## config.mk

```make
export PLATFORM = sky130hd
export DESIGN_NAME = id_ex_stage
export DESIGN_NICKNAME = d
export VERILOG_FILES = /design/src/rtl/id_ex_stage.sv
export SDC_FILE = /design/constraint.sdc
export NUM_CORES = 1
export LEC_CHECK = 0
export ABC_AREA = 1
export CORE_AREA = 2 2 244 246
export CTS_CLUSTER_DIAMETER = 150
export DETAILED_ROUTE_END_ITERATION = 10
export DIE_AREA = 0 0 246 248
export SETUP_SLACK_MARGIN = 0.05
export SLEW_MARGIN = 20
export SYNTH_ARGS = -nofsm -noshare
export SYNTH_HDL_FRONTEND = slang
export SYNTH_SLANG_ARGS = --single-unit
```

## constraint.sdc

```tcl
create_clock -name clk -period 17.8 [get_ports clk]
set_clock_uncertainty 0.05 [all_clocks]
set_input_delay 2.67 -clock clk [delete_from_list [all_inputs] [get_ports clk]]
set_output_delay 2.67 -clock clk [all_outputs]
set_load 0.1 [all_outputs]
```

## src/rtl/id_ex_stage.sv

```systemverilog
// ID->EX pipeline register: operand select, EX/MEM and MEM/WB forwarding, load-use bubble, flush.
// Optional perf counters are enabled by defining ID_EX_PERF_CNT_EN.
module id_ex_stage #(
    parameter int XLEN = 64,
    parameter int REGW = 5,
    parameter int OPW  = 4
) (
    input  logic            clk,
    input  logic            rst,
    input  logic            in_valid,
    output logic            in_ready,
    input  logic [REGW-1:0] in_rs1,
    input  logic [REGW-1:0] in_rs2,
    input  logic [XLEN-1:0] in_rs1_data,
    input  logic [XLEN-1:0] in_rs2_data,
    input  logic [XLEN-1:0] in_imm,
    input  logic            in_use_imm,
    input  logic [OPW-1:0]  in_alu_op,
    input  logic [REGW-1:0] in_rd,
    input  logic [3:0]      in_ctl,
    input  logic            flush,
    input  logic            exm_wr,
    input  logic [REGW-1:0] exm_rd,
    input  logic [XLEN-1:0] exm_data,
    input  logic            mwb_wr,
    input  logic [REGW-1:0] mwb_rd,
    input  logic [XLEN-1:0] mwb_data,
    input  logic            out_ready,
    output logic            out_valid,
    output logic [XLEN-1:0] alu_op1,
    output logic [XLEN-1:0] alu_op2,
    output logic [OPW-1:0]  alu_operand,
    output logic [XLEN-1:0] store_data,
    output logic [REGW-1:0] out_rd,
    output logic [3:0]      out_ctl,
    output logic [31:0]     stall_cnt,
    output logic [31:0]     flush_cnt
);

    logic [REGW-1:0] rs1_q, rs2_q;
    logic [XLEN-1:0] rs1_val, rs2_val, imm_q;
    logic            use_imm_q;
    logic            hazard, held_stall, in_fire;
    logic [XLEN-1:0] fwd1, fwd2;

    // out_ctl[2] is mem_read: a held load cannot supply its result to the next instruction
    assign hazard = in_valid & out_valid & out_ctl[2] & (out_rd != '0) &
                    ((in_rs1 == out_rd) | (in_rs2 == out_rd));
    assign held_stall = out_valid & ~out_ready;
    assign in_ready   = flush | (~hazard & (~out_valid | out_ready));
    assign in_fire    = in_valid & in_ready;

    always_comb begin
        fwd1 = rs1_val;
        fwd2 = rs2_val;
        if (exm_wr && exm_rd == rs1_q && rs1_q != '0)
            fwd1 = exm_data;
        else if (mwb_wr && mwb_rd == rs1_q && rs1_q != '0)
            fwd1 = mwb_data;
        if (exm_wr && exm_rd == rs2_q && rs2_q != '0)
            fwd2 = exm_data;
        else if (mwb_wr && mwb_rd == rs2_q && rs2_q != '0)
            fwd2 = mwb_data;
    end

    assign alu_op1    = fwd1;
    assign store_data = fwd2;
    assign alu_op2    = use_imm_q ? imm_q : fwd2;

    always_ff @(posedge clk or posedge rst) begin
        if (rst) begin
            out_valid   <= 1'b0;
            rs1_q       <= '0;
            rs2_q       <= '0;
            rs1_val     <= '0;
            rs2_val     <= '0;
            imm_q       <= '0;
            use_imm_q   <= 1'b0;
            alu_operand <= '0;
            out_rd      <= '0;
            out_ctl     <= '0;
        end else if (flush) begin
            out_valid <= 1'b0;
        end else if (in_fire) begin
            out_valid   <= 1'b1;
            rs1_q       <= in_rs1;
            rs2_q       <= in_rs2;
            rs1_val     <= in_rs1_data;
            rs2_val     <= in_rs2_data;
            imm_q       <= in_imm;
            use_imm_q   <= in_use_imm;
            alu_operand <= in_alu_op;
            out_rd      <= in_rd;
            out_ctl     <= in_ctl;
        end else if (held_stall) begin
            // capture forwarded data so it survives the producer leaving the pipe
            rs1_val <= fwd1;
            rs2_val <= fwd2;
        end else begin
            out_valid <= 1'b0;
        end
    end

`ifdef ID_EX_PERF_CNT_EN
    always_ff @(posedge clk or posedge rst) begin
        if (rst) begin
            stall_cnt <= '0;
            flush_cnt <= '0;
        end else begin
            if (hazard | held_stall)
                stall_cnt <= stall_cnt + 32'd1;
            if (flush & out_valid)
                flush_cnt <= flush_cnt + 32'd1;
        end
    end
`else
    assign stall_cnt = '0;
    assign flush_cnt = '0;
`endif

endmodule

```

Yosys cells after proc, flatten, opt, wreduce, memory -nomap -nowiden
Index checks and enable logic that the tools add are counted.
{"block": "classes", "bitwise": 14, "n_eq_ne": 7, "mux": 12, "reduce_logical": 14}
{"operator": "$mux 64", "n": 9}
{"operator": "$eq 5x5->1", "n": 6}
{"operator": "$reduce_bool 5->1", "n": 3}
{"operator": "$logic_and 1x1->1", "n": 8}
{"operator": "$and 1x1->1", "n": 7}
{"operator": "$not 1->1", "n": 4}
{"operator": "$reduce_and 2->1", "n": 2}
{"operator": "$mux 1", "n": 3}
{"operator": "$ne 3x2->1 const B", "n": 1}
{"operator": "$or 1x1->1", "n": 3}
{"operator": "$reduce_bool 2->1", "n": 1}
{"block": "totals", "ff_bits": 217, "inputBits": 361, "wordCells": 57, "output_inout_bits": 271}

Longest topological paths before layout
{"block": "logic_depth", "ltp_word": 10, "depth_mapped": 15, "depth_no_buf": 14}

Worst setup path before layout
OpenSTA, ideal clock, no wires.
{"block": "synth_timing", "path_type": "in2out", "from": "input flush", "to": "output in_ready", "arrival_time_ns": 5.725, "t_required_ns": 15.080, "path_buffers": 2, "slack_ns": 9.355, "cell_stages": 5, "cell_sequence": "inv_1 -> nand3b_1 -> clkbuf_1 -> clkbuf_1 -> a21boi_0"}
{"block": "synth_between", "elab_chain_cells": 1}
{"element": "start, declared", "line_no": "21", "rtl": "input logic flush,"}
{"element": "$or 1x1->1", "line_no": "50", "rtl": "assign in_ready = flush | (~hazard & (~out_valid | out_ready));"}
{"element": "end, declared", "line_no": "11", "rtl": "output logic in_ready,"}
No other way between the ends.

Worst setup path in the final report
{"block": "layout_timing", "from": "input exm_rd[2]", "to": "output alu_op2[61]"}
{"block": "layout_between", "elab_chain_cells": 5}
{"element": "start, declared", "line_no": "23", "rtl": "input logic [REGW-1:0] exm_rd,"}
{"element": "$eq 5x5->1", "line_no": "60", "rtl": "if (exm_wr && exm_rd == rs2_q && rs2_q != '0)"}
{"element": "$logic_and 1x1->1 (2 in a row)", "line_no": "60"}
{"element": "$mux 64", "line_no": "60"}
{"element": "$mux 64", "line_no": "68", "rtl": "assign alu_op2 = use_imm_q ? imm_q : fwd2;"}
{"element": "end, declared", "line_no": "31", "rtl": "output logic [XLEN-1:0] alu_op2,"}
No other way between the ends.

==> results.md <==
| Metric | Value |
|---|---|
| Post-Syn Instances | 2606 |
| Total of warnings raised by yosys | 0 |
| Number of buffers created by CTS | 29 |
| Fmax achieved | 103 MHz |
| Total negative setup slack | 0 ns |
| DR iter-0 viols | 1258 |
| Number of levels the H-tree was split into | 1 |
| Required time at the endpoint of the critical path | 15.08 ns |
| Sequential element share of the synthesized area | 33.9% |
| Transition time at the pin with the least slew margin | 1.08 ns |
| Hold slack | 0.430 ns |
| Number of vias after detailed routing | 18223 |
| Cell leakage power | 11.7 nW |
| Core Util, Final | 38.6% |
| Crit path capture type | output port |
| Root cell of the clock tree | sky130_fd_sc_hd__clkbuf_16 |
| Post-route fraction of the period consumed by the critical path | 54.6% |
| Number of standard-cell rows in the floorplan | 89 |
| Type of the most critical hold path | reg2reg |
| Unique cell type count in the Yosys netlist | 27 |
| Largest net degree at the start of global routing | 187 |
| Vias per Instance | 4.76 |
| Pre-antenna DRT Iters | 5 |
| Kind of start point of the critical path | primary input |
| Synthesized cell area | 16000 µm² |
| FF+latch count, synth | 217 |
| Layout cell share with drive strength beyond 1 | 2.92% |
| Worst ir drop on vdd | 103 µV |
| Area added between synthesis and finish | 40.8% |
| Post-synthesis cell type with the largest combined area | sky130_fd_sc_hd__dfrtp_1 |
| RSZ-0062 raised after global routing | no |
| Clock tree from TritonCTS | built |
| Global route overflow | 0 |
| # DRC | 0 |
| Max Root-Sink Buffers | 3 |
| Port Buffers | 567 |
| Number of placed I/O pins | 632 |
| Number of max-capacitance violations reported | 0 |
| Post-CTS setup buffer count | 0 |
| Die Footprint | 61000 µm² |
| Global-route wire length before repair | 107 mm |
| Cell area after layout | 22600 µm² |
| Mean cell area of the mapped netlist | 6.16 µm² |
| Final Net Count | 3389 |
| Synth top area share | 33.9% |
| Chip Height | 248 µm |
| Via count of the first global-routing pass | 17367 |
| CTS-repair resized insts | 0 |
| Post-DR wirelength/cell | 18.8 µm |
| CP peak stage delay | 1.23 ns |
| Highest net fanout along the worst path | 33 |
| Highest-delay cell along the critical path | sky130_fd_sc_hd__clkdlybuf4s50_1 |
| Post-Place Cell Area | 21600 µm² |
| Detailed Route WL | 72.0 mm |
| Most numerous cell on the critical path | sky130_fd_sc_hd__clkdlybuf4s50_1 |
| Placer congestion estimate | 0.865 |
| Final ANT Viol Nets | 0 |
| Clock latency on the worst-skew pair | 0.58 ns |
| Power density over the cells | 130 nW/µm² |
| HPWL after detailed placement | 48.3 mm |
| Die extent in x | 246 µm |
| Post-CTS clock slew at the launch and capture registers of the worst setup and hold paths | 0.05 ns |
| Most frequent standard cell in the layout excluding fill and tap cells | sky130_fd_sc_hd__nand2_1 |
| Result of the run | completed |
| Post-layout minimum cycle time | 9.72 ns |
| Initial core utilization | 27.4% |
| Biggest area contributors in the synthesized netlist | sky130_fd_sc_hd__dfrtp_1 34%, sky130_fd_sc_hd__nand2_1 27%, sky130_fd_sc_hd__nand3_1 12% |
| Worst setup path category | in2out |
| Clk sink count | 217 |
| Max-slew violation count | 0 |
| Final hold vios | 0 |
| Number of antenna violations at the first check in global routing | 10 |
| Most frequent cells in the layout | 1135 x sky130_fd_sc_hd__nand2_1, 566 x sky130_fd_sc_hd__clkdlybuf4s50_1, 394 x sky130_fd_sc_hd__nand3_1, 279 x sky130_fd_sc_hd__inv_1, 217 x sky130_fd_sc_hd__dfrtp_1 |
| Final number of setup-violating endpoints | 0 |
| Overall Global Routing Usage | 22.6% |
| Relative slew margins | 27.5% |
| Data arrival at the endpoint of the critical path | 7.00 ns |
| Number of hold buffers added after CTS | 0 |
| Crit path cell chain | clkdlybuf4s50_1 -> xnor2_1 -> nand3_1 -> nor2_1 -> nand2_4 -> inv_2 -> buf_4 -> nand2_1 -> a31oi_1 -> clkdlybuf4s50_1 |
| Area of the core region | 58500 µm² |
## power breakdown
| group | internal (W) | switching (W) |
|---|---|---|
| Combinational | 0.000399 | 0.00133 |
| Clock | 0.000337 | 0.000245 |
| Sequential | 0.000585 | 0.0000468 |
## registers in the layout (all words and copies together) (netlist names)
register	flops
rs2_val	64
use_imm_q	1
imm_q	64
rs2_q	5
out_valid	1
rs1_q	5
alu_operand	4
out_rd	5
out_ctl	4
rs1_val	64
## cells by family after synthesis
group | after synthesis | synth area share, %
buffers and inverters | 548 | 16.4
AND/OR/NAND/NOR | 1694 | 44.9
XOR/XNOR | 6 | 0.328
AO/OA/AOI/OAI | 140 | 4.46
other | 1 | 0.0234
flip-flops | 217 | 33.9
## through the flow
step,setup slack (ns),total power [W],std cells
floorplan,9.14,0.00194,2669
global placement,8.14,0.00237,3770
detailed placement,8.11,0.00237,3770
CTS,8.12,0.00297,3821
global route,7.96,0.00308,3827
finish,8.08,0.00295,3828
## final cells by class
| class | count | area (µm²) |
|---|---|---|
| Inverter | 287 | 1090 |
| Timing Repair Buffer | 589 | 5850 |
| Fill cell | 6295 | 35900 |
| Multi-Input combinational cell | 1904 | 8300 |
| Antenna cell | 7 | 17.5 |
| Sequential cell | 217 | 5430 |
| Clock inverter | 7 | 38.8 |
| Clock buffer | 44 | 882 |
| Tap cell | 773 | 967 |
## final timing paths
check,start,to,slack (ns),cells after the start
worst max-delay path,exm_rd[2],alu_op2[61],8.08,10
worst min-delay path,out_ctl[3],out_ctl[3],0.43,2
worst max register to register,out_rd[4],rs2_val[30],14.22,12
worst min register to register,out_ctl[3],out_ctl[3],0.43,2
max in group asynchronous,rst,rs2_val[13],12.96,4
min in group asynchronous,rst,imm_q[43],2.52,2
## critical path: cells and delay by family
family | cells | cell delay, ns
AOI/OAI and AO/OA | 1 | 0.43
xor gates and xnor gates | 1 | 0.13
buffers and inverters | 4 | 3.02
and+or+nand+nor | 4 | 0.70
## cell usage after synthesis
| library cell | number |
|---|---|
| sky130_fd_sc_hd__nand2_1 | 1138 |
| sky130_fd_sc_hd__nand3_1 | 395 |
| sky130_fd_sc_hd__inv_1 | 281 |
| sky130_fd_sc_hd__dfrtp_1 | 217 |
| sky130_fd_sc_hd__nand4_1 | 131 |
| sky130_fd_sc_hd__buf_4 | 102 |
| sky130_fd_sc_hd__buf_2 | 80 |
| sky130_fd_sc_hd__o21ai_0 | 68 |
| sky130_fd_sc_hd__clkbuf_1 | 62 |
| sky130_fd_sc_hd__o21ai_1 | 60 |
| sky130_fd_sc_hd__nor2_1 | 22 |
| sky130_fd_sc_hd__buf_6 | 12 |
| sky130_fd_sc_hd__a31oi_1 | 8 |
| sky130_fd_sc_hd__inv_2 | 6 |
| sky130_fd_sc_hd__buf_1 | 5 |
| sky130_fd_sc_hd__xnor2_1 | 4 |
| sky130_fd_sc_hd__nand2_2 | 3 |
| sky130_fd_sc_hd__a21oi_1 | 2 |
| sky130_fd_sc_hd__xor2_1 | 2 |
| sky130_fd_sc_hd__a21boi_0 | 1 |
| sky130_fd_sc_hd__and3_1 | 1 |
| sky130_fd_sc_hd__conb_1 | 1 |
| sky130_fd_sc_hd__nand3b_1 | 1 |
| sky130_fd_sc_hd__nand4_2 | 1 |
| sky130_fd_sc_hd__nor2_2 | 1 |
| sky130_fd_sc_hd__o211ai_1 | 1 |
| sky130_fd_sc_hd__or2_1 | 1 |
## per-layer routing
layer  vias up  wire [µm]  global-route usage, %
li1       8931          -                      -
met1      8420      30100                   29.3
met2       748      33700                   37.3
met3       118       5960                   4.51
met4         6       2210                   7.83
met5         -         34                      0
Power figures use the tool's default switching activity.
